<file path="src/rtl/ser2par_keep_rx.sv">
// ser2par_keep_rx
//   LSB-first serial-to-parallel receiver for a KEEP-stretched serial link.
//   Every serial bit is held with valid high for KEEP consecutive cycles.
//   The receiver checks each bit window for glitches and takes the bit value
//   from the sample at window cycle KEEP/2. After DATAWIDTH bits it offers the
//   word downstream over a valid/ready handshake.
//
// Ports
//   clk             rising-edge clock
//   rstn            asynchronous active-low reset
//   i_DataIn        serial data bit
//   i_DataInValid   high while i_DataIn carries a frame bit
//   o_DataOut       assembled word, bit 0 = first bit received
//   o_DataOutValid  o_DataOut holds an unconsumed word
//   i_DataOutReady  downstream accepts when high with o_DataOutValid
//   o_DataErr       a glitch was seen inside some bit window of o_DataOut
//   o_FrameError    1-cycle pulse: valid dropped before the word completed
//   o_Overrun       1-cycle pulse: completed word dropped, output still full
module ser2par_keep_rx #(
    parameter int DATAWIDTH = 8,
    parameter int KEEP      = 3
) (
    input  logic                 clk,
    input  logic                 rstn,
    input  logic                 i_DataIn,
    input  logic                 i_DataInValid,
    output logic [DATAWIDTH-1:0] o_DataOut,
    output logic                 o_DataOutValid,
    input  logic                 i_DataOutReady,
    output logic                 o_DataErr,
    output logic                 o_FrameError,
    output logic                 o_Overrun
);

    localparam int KW = (KEEP > 1) ? $clog2(KEEP) : 1;
    localparam int BW = $clog2(DATAWIDTH);
    localparam logic [KW-1:0] K_LAST = KW'(KEEP - 1);
    localparam logic [KW-1:0] K_MID  = KW'(KEEP / 2);
    localparam logic [BW-1:0] B_LAST = BW'(DATAWIDTH - 1);

    typedef enum logic {S_IDLE, S_SHIFT} state_t;

    state_t               r_State;
    logic [DATAWIDTH-1:0] r_Shift;
    logic [KW-1:0]        r_KeepCnt;
    logic [BW-1:0]        r_BitCnt;
    logic                 r_Glitch;
    logic                 r_Ref;
    logic                 r_Sample;

    logic                 w_Mismatch;
    logic                 w_Bit;
    logic                 w_OutFree;
    logic [DATAWIDTH-1:0] w_Word;

    // Window cycle 0 defines the reference, so only later cycles can glitch.
    assign w_Mismatch = (r_KeepCnt != '0) && (i_DataIn != r_Ref);
    // When the middle sample is the current cycle (small KEEP) take it live.
    assign w_Bit      = (r_KeepCnt == K_MID) ? i_DataIn : r_Sample;
    // A handshake this cycle frees the output register for a new load.
    assign w_OutFree  = !o_DataOutValid || i_DataOutReady;

    always_comb begin
        w_Word           = r_Shift;
        w_Word[r_BitCnt] = w_Bit;
    end

    // S_IDLE holds both counters at 0, so a valid cycle there is handled
    // exactly like window cycle 0 of bit 0 in S_SHIFT. The states differ only
    // in how a low valid is treated.
    always_ff @(posedge clk or negedge rstn) begin
        if (!rstn) begin
            r_State        <= S_IDLE;
            r_Shift        <= '0;
            r_KeepCnt      <= '0;
            r_BitCnt       <= '0;
            r_Glitch       <= 1'b0;
            r_Ref          <= 1'b0;
            r_Sample       <= 1'b0;
            o_DataOut      <= '0;
            o_DataOutValid <= 1'b0;
            o_DataErr      <= 1'b0;
            o_FrameError   <= 1'b0;
            o_Overrun      <= 1'b0;
        end else begin
            o_FrameError <= 1'b0;
            o_Overrun    <= 1'b0;
            if (o_DataOutValid && i_DataOutReady)
                o_DataOutValid <= 1'b0;

            if (i_DataInValid) begin
                if (r_KeepCnt == '0)
                    r_Ref <= i_DataIn;
                if (r_KeepCnt == K_MID)
                    r_Sample <= i_DataIn;

                if (r_KeepCnt == K_LAST) begin
                    r_KeepCnt <= '0;
                    if (r_BitCnt == B_LAST) begin
                        // Word complete: next valid cycle starts a new word.
                        r_State  <= S_IDLE;
                        r_BitCnt <= '0;
                        r_Shift  <= '0;
                        r_Glitch <= 1'b0;
                        if (w_OutFree) begin
                            o_DataOut      <= w_Word;
                            o_DataErr      <= r_Glitch | w_Mismatch;
                            o_DataOutValid <= 1'b1;
                        end else begin
                            o_Overrun <= 1'b1;
                        end
                    end else begin
                        r_State  <= S_SHIFT;
                        r_Shift  <= w_Word;
                        r_BitCnt <= r_BitCnt + 1'b1;
                        r_Glitch <= r_Glitch | w_Mismatch;
                    end
                end else begin
                    r_State   <= S_SHIFT;
                    r_KeepCnt <= r_KeepCnt + 1'b1;
                    r_Glitch  <= r_Glitch | w_Mismatch;
                end
            end else if (r_State == S_SHIFT) begin
                // Valid dropped mid-word: abort the frame.
                o_FrameError <= 1'b1;
                r_State      <= S_IDLE;
                r_Shift      <= '0;
                r_KeepCnt    <= '0;
                r_BitCnt     <= '0;
                r_Glitch     <= 1'b0;
            end
        end
    end

endmodule

</file>
<file path="config.mk">
export PLATFORM = sky130hd
export DESIGN_NAME = ser2par_keep_rx
export DESIGN_NICKNAME = d
export VERILOG_FILES = /design/src/rtl/ser2par_keep_rx.sv
export SDC_FILE = /design/constraint.sdc
export NUM_CORES = 1
export LEC_CHECK = 0
export BUFFER_PORTS_ARGS = -buffer_cell sky130_fd_sc_hd__buf_2
export CAP_MARGIN = 20
export CORE_MARGIN = 10
export CORE_UTILIZATION = 46
export CTS_CLUSTER_SIZE = 30
export DETAILED_ROUTE_END_ITERATION = 12
export GPL_TIMING_DRIVEN = 1
export PLACE_DENSITY_LB_ADDON = 0.12
export SLEW_MARGIN = 20
export SYNTH_ARGS = -nofsm -noshare
export SYNTH_HDL_FRONTEND = slang
export SYNTH_SLANG_ARGS = --single-unit
</file>
<file path="constraint.sdc">
create_clock -name clk -period 5.9 [get_ports clk]
set_clock_uncertainty 0.15 [all_clocks]
set_input_delay 1.18 -clock clk [delete_from_list [all_inputs] [get_ports clk]]
set_output_delay 1.18 -clock clk [all_outputs]
set_load 0.05 [all_outputs]
</file>
==> reports/metrics.csv <==
metric,value,unit
fin cells,195,
First DRT Iteration DRCs,115,
post-synthesis cell count,139,
Crit. End Element,flip-flop,
Initial Utilization,48.70,%
Avg Synthesized Cell Area,10.78,um2
GR Util All Layers,11.35,%
Slew HR,51.08,%
root buffer cell,clkbuf_4,
CTS tree,built,
share of post-route cells with drive strength above 1,21.19,%
RSZ-0062 raised after global routing,no,
Tcrit/Tclk final,39.40,%
CP Buf/Inv Count,1,
slew of the pin with the lowest slew margin,732.3,ps
Port Buffers,16,
"Area growth, synth to finish",7.930,%
drt wl/cell,16.50,um
drt pass-1 iters,4,
fin nets,158,
Via Count,1126,
DRT antenna net count,0,
post-synth cell types,36,
first-pass GRT wire length,5644,um
CTS resizes,0,
n_diodes,0,
fill count,281,
area of the multi-input gates,698.2,um2
storage element area,725.7,um2
top fanout value on the critical path,10,
Vias/cell,5.774,
fmax,0.4302,GHz
vias in the first global route,1080,
Fin. Hold Viols,0,
count of final max-slew check failures,0,
Placed Area,1567,um2
Placed Instances,187,
setup tns final,0,ps
HPWL after DPL,2259,um
PwrDens,270.1,nW/um2
Worst Path Required,5960,ps
slowest cell delay on critical path,590,ps
syn_nets,147,
maximum vdd drop,0.0001230,V
Yosys warnings,0,
drt total wl,3217,um
core area,3078,um2
final setup vio count,0,
Std-Cell Rows,20,
RePlAce Congestion,0.8478,
clk buf depth,2,
"Reg clk slew, reported paths",80,ps
min-delay worst type,reg -> reg,
max-cap violations,0,
status,"finished, final reports clean",
Synth Register Bits,29,
num ports,17,
Setup CP Type,in -> reg,
Congestion Overflow GR,0,
sequential cell area fraction in the yosys report,48.41,%
Num CTS Buffers,5,
"Slowest-stage cell, CP",nor2b_1,
crit path cell chain,buf_2 > nor2b_1 > nor2_1 > a22o_1,
Post-CTS Setup Repair Bufs,0,
Finished Cell Area,1618,um2
die area,5942,um2
Worst setup SP type,input pin,
total chip power,437.0,uW
"Hold-fix buffers, CTS",0,
worst skew pair latency,330,ps
Die Y-Extent,77.09,um
largest net degree at the start of global routing,30,
chip width,77.09,um
clock sink count,29,
initial antenna violation count,0,
Worst Path Arrival,2380,ps
cell area after synthesis,1499,um2
Remaining DRCs,0,
H-tree Lvls,2,
leakage power,0.7139,nW
minimum clock period,2324,ps
Worst path top cell family by delay,simple AND/OR/NAND/NOR gates,
[worst register-to-register path, cell delays in order (launching register included)]
cell and delay, ps:
dfrtp_1 560, ha_1 320, ha_1 240, and4bb_2 410, nand2_1 200, o2bb2ai_1 210
[cells by family (layout without fill, tap and decap cells)]
family | count (synthesis) | count (layout) | synth area share (%)
adders and majority gates | 3 | 3 | 2.504
and+or+nand+nor | 38 | 38 | 16.03
xor gates and xnor gates | 1 | 1 | 0.5844
DFF | 29 | 29 | 48.41
buffers and inverters | 14 | 26 | 5.008
muxes | 2 | 2 | 1.502
AOI/OAI and AO/OA | 52 | 52 | 25.96
[where the power goes]
group,total [mW],internal (mW),switching [mW]
logic,0.0798,0.0382,0.0416
registers,0.243,0.213,0.0301
clock network,0.114,0.0453,0.0691
total,0.437,0.296,0.141
[per-stage QoR]
step / setup slack, ps / hold slack (ps) / util (%)
2_1_floorplan: 3564 / 306.6 / -
3_3_place_gp: 3346 / 321.8 / 50.89
3_5_place_dp: 3269 / 324.5 / 50.89
4_1_cts: 3588 / 351.0 / 52.56
5_1_grt: 3419 / 356.5 / 52.56
6_report: 3576 / 348.3 / 52.56
[layout make-up]
type	count	share of cell area, %
clock buffers	6	2.552
well taps	44	3.403
flip-flops and latches	29	44.86
clock inverters	2	0.6187
repair buffers	16	4.950
inverters	2	0.4640
multi-input cells	96	43.16
[Yosys cell counts (all sizes together)]
master	n	area, um2
dfrtp	29	725.7
o21ai	10	50.05
o2bb2ai	10	87.58
buf	9	56.30
o31ai	9	67.56
nor2	8	30.03
a211oi	6	45.04
nor2b	5	31.28
o22ai	5	31.28
nand2	4	15.01
nand2b	4	25.02
nor3b	4	30.03
a22o	3	26.28
clkbuf	3	11.26
ha	3	37.54
nand3b	3	22.52
a2111oi	2	20.02
a31oi	2	12.51
a32o	2	20.02
and3b	2	18.77
inv	2	7.510
mux2	2	22.52
nand3	2	15.01
o21ba	2	20.02
a21o	1	8.760
and4bb	1	12.51
nand4b	1	8.760
nand4bb	1	11.26
nor3	1	5.000
or3	1	6.260
or3b	1	8.760
xnor2	1	8.760
[registers in the layout (all words and copies together), names as in the netlist, 2 cells and up]
| register | flops |
|---|---|
| o_DataOut | 8 |
| r_Shift | 8 |
| r_BitCnt | 3 |
| r_KeepCnt | 2 |
[cells in the final DEF, fill, tap and decap left out, types with 4 or more instances in the layout]
cell,n
nor2b_1,5
o21ai_0,10
clkbuf_4,5
nor2_1,8
buf_2,16
nand2_1,4
nand2b_1,4
o22ai_1,5
a211oi_1,6
o31ai_1,9
o2bb2ai_1,10
dfrtp_1,29
nor3b_1,4
[layer usage]
metal	global-route usage, %	wire length, um	up-vias
met3	4.079	210	2
li1	-	-	552
met5	0	0	-
met1	15.89	1615	542
met4	4.015	13	0
met2	15.43	1378	30
[path summary, 6_finish.rpt]
check                         startpoint  slack (ps)  cells after the start              to
setup / recovery           i_DataInValid        3580                      4     r_BitCnt[0]
max in group asynchronous           rstn        4460                      1      r_Shift[5]
min in group asynchronous           rstn         710                      1  o_DataOutValid
hold reg to reg               r_Shift[7]         350                      1      r_Shift[7]
setup reg to reg             r_BitCnt[0]        3740                      5      r_Shift[5]
hold / removal                r_Shift[7]         350                      1      r_Shift[7]
No activity file was read; power rests on OpenSTA's default activity.
